$ cat src/rtl/uart_pkg.sv
// Shared UART constants, FSM state encoding and frame-length helper
// for the transmit scheduler.
package uart_pkg;

    localparam int unsigned N_TICKS     = 16;
    localparam int unsigned DEF_NB_DATA = 8;
    localparam int unsigned DEF_NB_STOP = 1;

    typedef enum logic [2:0] {
        ST_IDLE   = 3'b001,
        ST_LAUNCH = 3'b010,
        ST_WAIT   = 3'b100
    } state_t;

    // Start bit + data bits + stop bits at 16 ticks each, plus idle guard ticks.
    function automatic int unsigned frame_ticks(input int unsigned nb_data,
                                                input int unsigned nb_stop,
                                                input int unsigned n_guard);
        return N_TICKS * (1 + nb_data + nb_stop) + n_guard;
    endfunction

endpackage

$ cat src/rtl/rr_arbiter.sv
// Combinational round-robin arbiter: priority starts just above pointer
// and ascends with wrap-around; grant is one-hot or zero.
module rr_arbiter #(
    parameter int unsigned N_REQ = 4,
    parameter int unsigned PW    = (N_REQ > 1) ? $clog2(N_REQ) : 1
) (
    input  logic [N_REQ-1:0] req,
    input  logic [PW-1:0]    pointer,
    output logic [N_REQ-1:0] grant
);

    logic [N_REQ-1:0] hi_grant;
    logic [N_REQ-1:0] lo_grant;
    logic             hi_found;
    logic             lo_found;

    // Requests above the pointer win; otherwise the lowest one at or below it.
    always_comb begin
        hi_grant = '0;
        lo_grant = '0;
        hi_found = 1'b0;
        lo_found = 1'b0;
        for (int unsigned i = 0; i < N_REQ; i++) begin
            if (req[i]) begin
                if (i > 32'(pointer)) begin
                    if (!hi_found) begin
                        hi_grant[i] = 1'b1;
                        hi_found    = 1'b1;
                    end
                end else if (!lo_found) begin
                    lo_grant[i] = 1'b1;
                    lo_found    = 1'b1;
                end
            end
        end
        grant = hi_found ? hi_grant : lo_grant;
    end

endmodule

$ cat src/rtl/uart_tx_scheduler.sv
// Shares one uart_tx between N_REQ byte requesters: round-robin pick,
// one start pulse per frame, then holds off for a full frame plus guard ticks.
module uart_tx_scheduler
    import uart_pkg::*;
#(
    parameter int unsigned N_REQ         = 4,
    parameter int unsigned NB_DATA       = DEF_NB_DATA,
    parameter int unsigned NB_STOP       = DEF_NB_STOP,
    parameter int unsigned N_GUARD_TICKS = 2
) (
    input  logic                     i_clock,
    input  logic                     i_reset,
    input  logic                     i_tick,
    input  logic [N_REQ-1:0]         i_req,
    input  logic [N_REQ*NB_DATA-1:0] i_data,
    output logic [N_REQ-1:0]         o_grant,
    output logic                     o_start,
    output logic [NB_DATA-1:0]       o_data,
    output logic                     o_busy,
    output logic                     o_done
);

    localparam int unsigned FRAME_TICKS = frame_ticks(NB_DATA, NB_STOP, N_GUARD_TICKS);
    localparam int unsigned CW          = $clog2(FRAME_TICKS);
    localparam int unsigned PW          = (N_REQ > 1) ? $clog2(N_REQ) : 1;
    localparam logic [CW-1:0] LAST_TICK = CW'(FRAME_TICKS - 1);

    state_t             state;
    state_t             state_next;
    logic [CW-1:0]      count;
    logic [N_REQ-1:0]   sel;
    logic [N_REQ-1:0]   arb_grant;
    logic [PW-1:0]      last_grant;
    logic [PW-1:0]      arb_idx;
    logic [NB_DATA-1:0] data_q;
    logic [NB_DATA-1:0] arb_byte;
    logic               frame_end;

    rr_arbiter #(
        .N_REQ (N_REQ),
        .PW    (PW)
    ) u_arb (
        .req     (i_req),
        .pointer (last_grant),
        .grant   (arb_grant)
    );

    always_comb begin
        arb_idx  = '0;
        arb_byte = '0;
        for (int unsigned i = 0; i < N_REQ; i++) begin
            if (arb_grant[i]) begin
                arb_idx  = PW'(i);
                arb_byte = i_data[i*NB_DATA +: NB_DATA];
            end
        end
    end

    assign frame_end = (state == ST_WAIT) && i_tick && (count == LAST_TICK);

    always_ff @(posedge i_clock) begin
        if (i_reset) state <= ST_IDLE;
        else         state <= state_next;
    end

    always_comb begin
        state_next = ST_IDLE;
        case (state)
            ST_IDLE:   state_next = (|i_req) ? ST_LAUNCH : ST_IDLE;
            ST_LAUNCH: state_next = ST_WAIT;
            ST_WAIT:   state_next = frame_end ? ST_IDLE : ST_WAIT;
            default:   state_next = ST_IDLE;
        endcase
    end

    // Byte and winner are captured in IDLE so later input changes cannot disturb the frame.
    always_ff @(posedge i_clock) begin
        if (i_reset) begin
            count      <= '0;
            sel        <= '0;
            last_grant <= PW'(N_REQ - 1);
            data_q     <= '1;
        end else begin
            case (state)
                ST_IDLE: begin
                    if (|i_req) begin
                        sel        <= arb_grant;
                        last_grant <= arb_idx;
                        data_q     <= arb_byte;
                    end
                end
                ST_LAUNCH: count <= '0;
                ST_WAIT:   if (i_tick) count <= count + CW'(1);
                default:   count <= '0;
            endcase
        end
    end

    always_comb begin
        o_start = (state == ST_LAUNCH);
        o_grant = o_start ? sel : '0;
        o_busy  = (state == ST_LAUNCH) || (state == ST_WAIT);
        o_done  = frame_end && !i_reset;
        o_data  = data_q;
    end

endmodule

$ cat config.mk
export PLATFORM = sky130hd
export DESIGN_NAME = uart_tx_scheduler
export DESIGN_NICKNAME = d
export VERILOG_FILES = /design/src/rtl/uart_pkg.sv /design/src/rtl/rr_arbiter.sv /design/src/rtl/uart_tx_scheduler.sv
export SDC_FILE = /design/constraint.sdc
export NUM_CORES = 1
export LEC_CHECK = 0
export CAP_MARGIN = 20
export CORE_UTILIZATION = 45
export DETAILED_ROUTE_END_ITERATION = 10
export GPL_ROUTABILITY_DRIVEN = 1
export PLACE_DENSITY = 0.85
export RECOVER_POWER = 100
export SLEW_MARGIN = 10
export SYNTH_ARGS = -nofsm -noshare
export SYNTH_HDL_FRONTEND = slang
export SYNTH_SLANG_ARGS = --single-unit
$ cat constraint.sdc
create_clock -name i_clock -period 2.45 [get_ports i_clock]
set_input_delay 0.245 -clock i_clock [delete_from_list [all_inputs] [get_ports i_clock]]
set_output_delay 0.245 -clock i_clock [all_outputs]
set_load 0.005 [all_outputs]
## After elaboration in Yosys (flattened, before gate mapping)

Cells that the tools add are included.

- Shift-type cells: 0
- Div/mod/pow operators: 0
- Muxes and demuxes: 40
- Multipliers: 0
- Reduce and logical (&&, ||, !) cells: 8
- $add $sub $neg: 1
- Order comparisons: 3
- Bitwise operators: 1
- Eq/ne operators: 5

Operator list:

| kind | number |
|---|---|
| two-way mux 8 bit | 5 |
| two-way mux 1 bit | 27 |
| case mux 8 bit (2 select lines) | 1 |
| case mux 3 bit (3 select lines) | 1 |
| adder 8 x 1 -> 8 bit (second input constant) | 1 |
| equality test 8 bit (second input constant) | 1 |
| two-way mux 4 bit | 2 |
| two-way mux 2 bit | 3 |
| > comparator 2 bit (first input constant) | 2 |
| AND reduction 2 bit | 2 |
| OR reduction 4 bit | 1 |
| equality test 3 x 1 -> 1 bit (second input constant) | 1 |
| equality test 3 x 2 -> 1 bit (second input constant) | 1 |
| equality test 3 bit (second input constant) | 1 |
| logical AND 1 bit | 3 |
| two-way mux 3 bit | 1 |
| > comparator 1 x 2 -> 1 bit (first input constant) | 1 |
| != test 2 bit (second input constant) | 1 |
| logical NOT 1 bit | 1 |
| logical OR 1 bit | 1 |
| NOT 1 bit | 1 |

- Word-level logic and storage cells: 63
- Bits in registers: 25
- ROM bits: 0
- Output and inout port bits: 15
- Bits in latches: 0
- Bits in writable memories: 0
- Memories kept: 0
- Input port bits: 39

## Longest topological paths before layout

Gate-level depths: netlist of run 1.

- Depth after elaboration: 13
- Gate-level depth with buffers: 8
- Depth with buffers taken out: 6

## Modules after synthesis

From an unflattened synthesis of run 1, not the netlist that was laid out.

- Cell total of the unflattened synthesis: 195
- Area, all modules: 1642.8 um^2

By module, submodules not included:

| module | seq. area each (um^2) | times used | area an instance (um^2) | cells each |
|---|---|---|---|---|
| uart_tx_scheduler | 500.5 | 1 | 1535.2 | 179 |
| rr_arbiter | 0.0 | 1 | 107.6 | 16 |

## Worst setup path before layout of run 1

Ideal clock, no wire load.

- Path kind: register to register
- Start point: reg last_grant[1]
- End point: reg data_q[5] (netlist: o_data[5])
- Path slack: 948 ps
- Period minus slack after synthesis: 1502 ps
- Buffers on the path: 1
- Arrival: 1440 ps
- Required time: 2388 ps
- Cell stages (with the launch flop): 7
- Setup time: 62 ps
- Cell sequence: dfxtp_1 > o2bb2ai_1 > a32o_1 > buf_4 > a221oi_2 > or4_1 > nand3_1

- Cells in the longest elaborated chain, start to end: 12
- Elaborated cells between the ends (all ways): 32
- Those cells by class: 3 x order compare; 29 x mux

Ends and longest elaborated chain:

| element | line | RTL |
|---|---|---|
| start, declared | uart_tx_scheduler.sv:33 | `logic [PW-1:0] last_grant;` |
| start signal, assigned | uart_tx_scheduler.sv:81 | `last_grant <= PW'(N_REQ - 1);` |
| start signal, assigned | uart_tx_scheduler.sv:88 | `last_grant <= arb_idx;` |
| > comparator 1 x 2 -> 1 bit | rr_arbiter.sv:25 | `if (i > 32'(pointer)) begin` |
| two-way mux 1 bit | rr_arbiter.sv:25 |  |
| two-way mux 1 bit | rr_arbiter.sv:24 | `if (req[i]) begin` |
| two-way mux 1 bit | rr_arbiter.sv:25 |  |
| two-way mux 1 bit | rr_arbiter.sv:24 |  |
| two-way mux 1 bit | rr_arbiter.sv:25 |  |
| two-way mux 1 bit | rr_arbiter.sv:24 |  |
| two-way mux 4 bit (*) | rr_arbiter.sv:36 | `grant = hi_found ? hi_grant : lo_grant;` |
| two-way mux 8 bit (3 in a row) | uart_tx_scheduler.sv:52 | `if (arb_grant[i]) begin` |
| two-way mux 8 bit (*) | uart_tx_scheduler.sv:52 |  |
| end signal, assigned | uart_tx_scheduler.sv:89 | `data_q <= arb_byte;` |
| end, declared | uart_tx_scheduler.sv:35 | `logic [NB_DATA-1:0] data_q;` |

Every way passes the cells marked *; elsewhere a longest branch is shown, timed or not.
A chain may end at the register's enable or synchronous reset.

## Worst setup path after layout of run 1

- Start point: reg count[3]
- End point: out o_done

- Cells in the longest elaborated chain, start to end: 3

Ends and longest elaborated chain:

| element | line | RTL |
|---|---|---|
| start, declared | uart_tx_scheduler.sv:30 | `logic [CW-1:0] count;` |
| start signal, assigned | uart_tx_scheduler.sv:93 | `ST_WAIT: if (i_tick) count <= count + CW'(1);` |
| equality test 8 bit | uart_tx_scheduler.sv:59 | `assign frame_end = (state == ST_WAIT) && i_tick && (count == LAST_TICK);` |
| logical AND 1 bit | uart_tx_scheduler.sv:59 |  |
| logical AND 1 bit | uart_tx_scheduler.sv:103 | `o_done = frame_end && !i_reset;` |
| end, declared | uart_tx_scheduler.sv:20 | `output logic o_done` |

No other way between the ends.

==> results.sh, run 1 <==
export IMPL_post_synth_top_area_cell="dfxtp_1"
export IMPL_startpoint_type="flip-flop"
export IMPL_hp_start="sel[2]"
export IMPL_core_area_mm2=0.00308
export IMPL_vias=1550
export IMPL_seqPwrFrac=0.449
export IMPL_grt_pass1_vias=1331
export IMPL_r2r_start="state[0]"
export IMPL_hold_viol=0
export IMPL_rows=20
export IMPL_critPathCaptureType="primary output"
export IMPL_tns_ps=0
export IMPL_netSwitchingFraction=0.340
export IMPL_post_route_util=0.668
export IMPL_synth_xor_area_share=0.0356
export IMPL_cp_max_fo=6
export IMPL_peakVddDrop_v=0.000265
export IMPL_portBuffers=53
export IMPL_syn_instance_count=186
export IMPL_cts_tree="built"
export IMPL_io_pin_count=54
export IMPL_drt_initial_drc_count=69
export IMPL_synth_simple_area_share=0.360
export IMPL_p_leak_nw=0.748
export IMPL_syn_avg_cell_area_um2=7.94
export IMPL_slew_headroom=0.525
export IMPL_post_route_drc_count=0
export IMPL_finalNetCount=280
export IMPL_comb_power_share=0.389
export IMPL_area_growth_syn_to_layout_pct=39.2
export IMPL_synth_adder_area_share=0.0169
export IMPL_synth_area_mm2=0.00148
export IMPL_finalPower_mw=1.12
export IMPL_setup_viol=0
export IMPL_grt_pass1_wl_um=6020
export IMPL_fin_area_mm2=0.00206
export IMPL_grt_max_degree=21
export IMPL_post_cts_buffers=0
export IMPL_postRouteAntennaNets=0
export IMPL_die_h_um=59.3
export IMPL_setup_ws_ps=117
export IMPL_synthesis_nets=227
export IMPL_cts_sinks=25
export IMPL_cts_buffers=3
export IMPL_cts_root_buf="clkbuf_4"
export IMPL_synth_compound_area_frac=0.204
export IMPL_gp_congestion=0.855
export IMPL_routed_via_density=5.50
export IMPL_drt_total_wl_um=3750
export IMPL_fmax_mhz=429
export IMPL_synth_top_area_share=0.339
export IMPL_synth_top_family_by_area="simple AND/OR/NAND/NOR gates"
export IMPL_power_switching_mw=0.382
export IMPL_status="completed"
export IMPL_synthMuxAreaShare=0
export IMPL_antenna_found_initial=0
export IMPL_n_antenna_cell=0
export IMPL_dpl_hpwl_um=2890
export IMPL_gr_usage_all_layers=0.228
export IMPL_p_per_area_mw_per_mm2=546
export IMPL_cts_buffer_depth=2
export IMPL_dpl_cell_count=278
export IMPL_internal_power_mw=0.741
export IMPL_drt_first_pass_iters=4
export IMPL_arrival_ps=2090
export IMPL_crit_type="reg2out"
export IMPL_htreeDepth=1
export IMPL_ys_seq_area_frac=0.339
export IMPL_pre_cts_ws_ps=226
export IMPL_crit_required_ps=2200
export IMPL_tightest_slew_ps=709
export IMPL_holdWs_ps=460
export IMPL_ys_ff_latch=25
export IMPL_wire_per_inst_um=13.3
export IMPL_post_dp_cell_area_mm2=0.00204
export IMPL_timing_final_crit_share=0.952
export IMPL_synth_warnings=0
export IMPL_die_w_um=59.3
export IMPL_synthArstFlopShare=0
export IMPL_start_util=0.480
export IMPL_pwr_share_clk=0.162
export IMPL_dieArea_mm2=0.00351
export IMPL_cap_viol_max_count=0
export IMPL_synth_flop_cell="dfxtp_1"
export IMPL_slew_viol_final=0
export IMPL_path_clk_slew_ps=130
export IMPL_synth_edf_count=0
export IMPL_critPathLaunch="count[3]"
export IMPL_worst_skew_pair_late_latency_ps=320
export IMPL_period_needed_ps=2330
export IMPL_finalClockSkew_ps=2.91
export IMPL_hp_class="reg2reg"
export IMPL_final_instance_count_excl_fill=282
export IMPL_final_layout_size_suffix_gt1_frac=0.0630
export IMPL_grt_ovfl_total=0
export IMPL_ys_types=44
export IMPL_synth_common_cells="25 x dfxtp_1, 25 x nor2_1, 17 x nand3_1, 15 x a21oi_1"
export IMPL_synth_area_top_cells="dfxtp_1 34%, nor2_1 6.4%, nand3_1 5.8%"
export IMPL_rsz0062_at_grt="false"
[placed cells by master (no fill, tap or decap), types with 4 or more instances in the layout]
cell	n
and3_1	9
a221oi_1	7
a21oi_1	15
nor2_1	26
o21ai_0	4
nor2b_1	4
nand2_1	9
nor3_1	7
dfxtp_1	25
or4_1	8
clkdlybuf4s50_1	40
nand3_1	18
dlygate4sd3_1	13
[per-layer routing]
metal	GRT usage	part of all wire	vias to the layer above
met2	0.355	0.49	46
met4	0.0816	0.016	0
met3	0.0262	0.036	6
met1	0.323	0.46	703
li1	-	-	795
met5	0	0	-
[area by class of cell]
class | count | area (um2)
Fill cell | 285 | 1020
Multi-Input combinational cell | 149 | 910
Timing Repair Buffer | 57 | 553
Sequential cell | 25 | 500
Tap cell | 44 | 55.1
Clock buffer | 4 | 26.3
Inverter | 3 | 11.3
[worst paths after layout]
path | cells after the start | slack, ps | end
max reg2reg | 4 | 390 | o_data[2]
min | 2 | 460 | sel[2]
max | 3 | 120 | o_done
min reg2reg | 2 | 460 | sel[2]
[power groups by stage]
stage                     clock [mW]  sequential, mW  combinational [mW]
after CTS                      0.187           0.505               0.459
after floorplan                    0           0.507               0.266
final                          0.182           0.504               0.437
after detailed placement           0           0.513               0.457
after global placement             0           0.512               0.453
after global routing           0.205           0.511               0.481
[what timing repair did]
action | 4_1_cts | 5_1_grt
endpoints found under the setup margin | 2 | 1
resized for setup | 1 | 1
hold buffers | 0 | 0
[logic make-up after synthesis]
family | Yosys count
and+or+nand+nor | 99
AOI/OAI and AO/OA | 42
DFF | 25
buffers and inverters | 12
xor gates and xnor gates | 6
adders and majority gates | 2
[state kept, by name, indices dropped and copies added (netlist names)]
signal / flops
state: 3
count: 8
sel: 4
last_grant: 2
o_data: 8
[critical path, cell delays in order (launching register included)]
cell and delay (ps):
dfxtp_1 370, or4b_2 720, nor4_2 150, clkdlybuf4s50_1 530
Note: power is estimated with default switching activity, not from simulation.
==> run 2: changes to the inputs <==
CELL_PAD_IN_SITES_DETAIL_PLACEMENT = 0   (was unset)
CELL_PAD_IN_SITES_GLOBAL_PLACEMENT = 1   (was unset)
CORE_UTILIZATION = 34   (was 45)
PLACE_DENSITY = 0.89   (was 0.85)
SLEW_MARGIN = unset   (was 10)
==> run 2 against run 1 <==
Against the previous run:
- sequential share of layout area is 0.38 points lower
- critical path type unchanged
- cell area grew 1.6%
- via count shrank 1.7%
- combinational power rose by 1%
- clock power is 29% higher
- register-to-register slack improved by 160 ps
- power grew 5.2%
- hold slack got worse by 1.2 ps
==> results.sh, run 2 (synthesis results as in run 1) <==
export IMPL_status="completed"
export IMPL_setup_viol=0
export IMPL_cap_viol_max_count=0
export IMPL_die_w_um=67.9
export IMPL_rsz0062_at_grt="false"
export IMPL_use_met1=0.230
export IMPL_n_antenna_cell=0
export IMPL_post_route_util=0.511
export IMPL_peakVddDrop_v=0.000242
export IMPL_vias=1523
export IMPL_rows=23
export IMPL_critPathCaptureType="primary output"
export IMPL_portBuffers=53
export IMPL_top_usage_layer="met2"
export IMPL_finalClockSkew_ps=1.92
export IMPL_p_per_area_mw_per_mm2=566
export IMPL_grt_ovfl_total=0
export IMPL_cts_resized=0
export IMPL_grt_pass1_vias=1352
export IMPL_drt_total_wl_um=3820
export IMPL_dpl_cell_count=286
export IMPL_seqPwrFrac=0.427
export IMPL_cts_buffers=3
export IMPL_startpoint_type="flip-flop"
export IMPL_core_area_mm2=0.00409
export IMPL_finalPower_mw=1.18
export IMPL_netSwitchingFraction=0.326
export IMPL_postRouteAntennaNets=0
export IMPL_start_util=0.361
export IMPL_fmax_mhz=433
export IMPL_final_layout_size_suffix_gt1_frac=0.0667
export IMPL_final_common_cell="clkdlybuf4s50_1"
export IMPL_tightest_slew_ps=798
export IMPL_wire_per_inst_um=13.2
export IMPL_internal_power_mw=0.796
export IMPL_p_leak_nw=0.756
export IMPL_final_cell_mix="42 x clkdlybuf4s50_1, 25 x nor2_1, 25 x dfxtp_1"
export IMPL_finalNetCount=282
export IMPL_post_dp_cell_area_mm2=0.00206
export IMPL_die_h_um=67.9
export IMPL_grtUsageMet3=0.0317
export IMPL_io_pin_count=54
export IMPL_grt_max_degree=21
export IMPL_cts_hold_buffers=0
export IMPL_pwr_share_clk=0.198
export IMPL_drt_first_pass_iters=4
export IMPL_tns_ps=0
export IMPL_gp_congestion=0.784
export IMPL_cts_root_buf="clkbuf_8"
export IMPL_period_needed_ps=2310
export IMPL_dieArea_mm2=0.00461
export IMPL_comb_power_share=0.375
export IMPL_timing_final_crit_share=0.943
export IMPL_cp_max_fo=6
export IMPL_crit_required_ps=2200
export IMPL_drt_initial_drc_count=70
export IMPL_crit_type="reg2out"
export IMPL_cts_buffer_depth=2
export IMPL_slew_headroom=0.465
export IMPL_dpl_hpwl_um=2940
export IMPL_hold_viol=0
export IMPL_fillerInstances=403
export IMPL_post_cts_buffers=0
export IMPL_htreeDepth=1
export IMPL_fin_area_mm2=0.00209
export IMPL_arrival_ps=2070
export IMPL_grt_pass1_wl_um=6030
export IMPL_gr_usage_all_layers=0.168
export IMPL_post_route_drc_count=0
export IMPL_routed_via_density=5.25
export IMPL_seq_area_um2=500
export IMPL_antenna_found_initial=0
export IMPL_cts_tree="built"
export IMPL_worst_skew_pair_late_latency_ps=260
export IMPL_path_clk_slew_ps=80
export IMPL_power_switching_mw=0.385
export IMPL_final_instance_count_excl_fill=290
export IMPL_slew_viol_final=0
export IMPL_grtUsageMet2=0.267
export IMPL_cts_sinks=25
export IMPL_multi_input_area_um2=901
export IMPL_area_growth_syn_to_layout_pct=41.4
export IMPL_hp_class="reg2reg"
-- run 2: path summary, 6_finish.rpt --
path	startpoint	slack (ps)	end	cells past startpoint
hold / removal	sel[0]	460	sel[0]	2
setup reg to reg	state[0]	550	o_data[0]	5
setup / recovery	count[3]	140	o_done	3
hold reg to reg	sel[0]	460	sel[0]	2
-- run 2: metrics by stage --
step / hold WS [ps] / setup WS, ps
floorplan: 392 / 948
global placement: 443 / 251
detailed placement: 449 / 239
CTS: 461 / 130
global route: 487 / 58.6
finish: 459 / 140
-- run 2: power groups by stage --
| stage | registers (mW) | clock network, mW | logic (mW) |
|---|---|---|---|
| final | 0.504 | 0.234 | 0.443 |
| after global routing | 0.511 | 0.263 | 0.492 |
| after CTS | 0.506 | 0.244 | 0.467 |
| after detailed placement | 0.515 | 0 | 0.464 |
| after global placement | 0.513 | 0 | 0.469 |
| after floorplan | 0.507 | 0 | 0.266 |
-- run 2: area by class of cell --
class / count / area share
sequential: 25 / 0.240
clock buffer: 4 / 0.0216
multi-input combinational: 149 / 0.431
timing repair buffer: 59 / 0.272
inverter: 3 / 0.00539
tap: 50 / 0.0300
-- run 2: per-layer routing --
metal	up-vias	part of all wire
li1	793	-
met1	690	0.50
met3	2	0.045
met2	38	0.45
met5	-	0
met4	0	0.0037
-- run 2: critical path: stages, from the launching register on --
cell and delay, ps:
dfxtp_1 350, or4b_2 700, nor4_1 210, clkdlybuf4s50_1 550
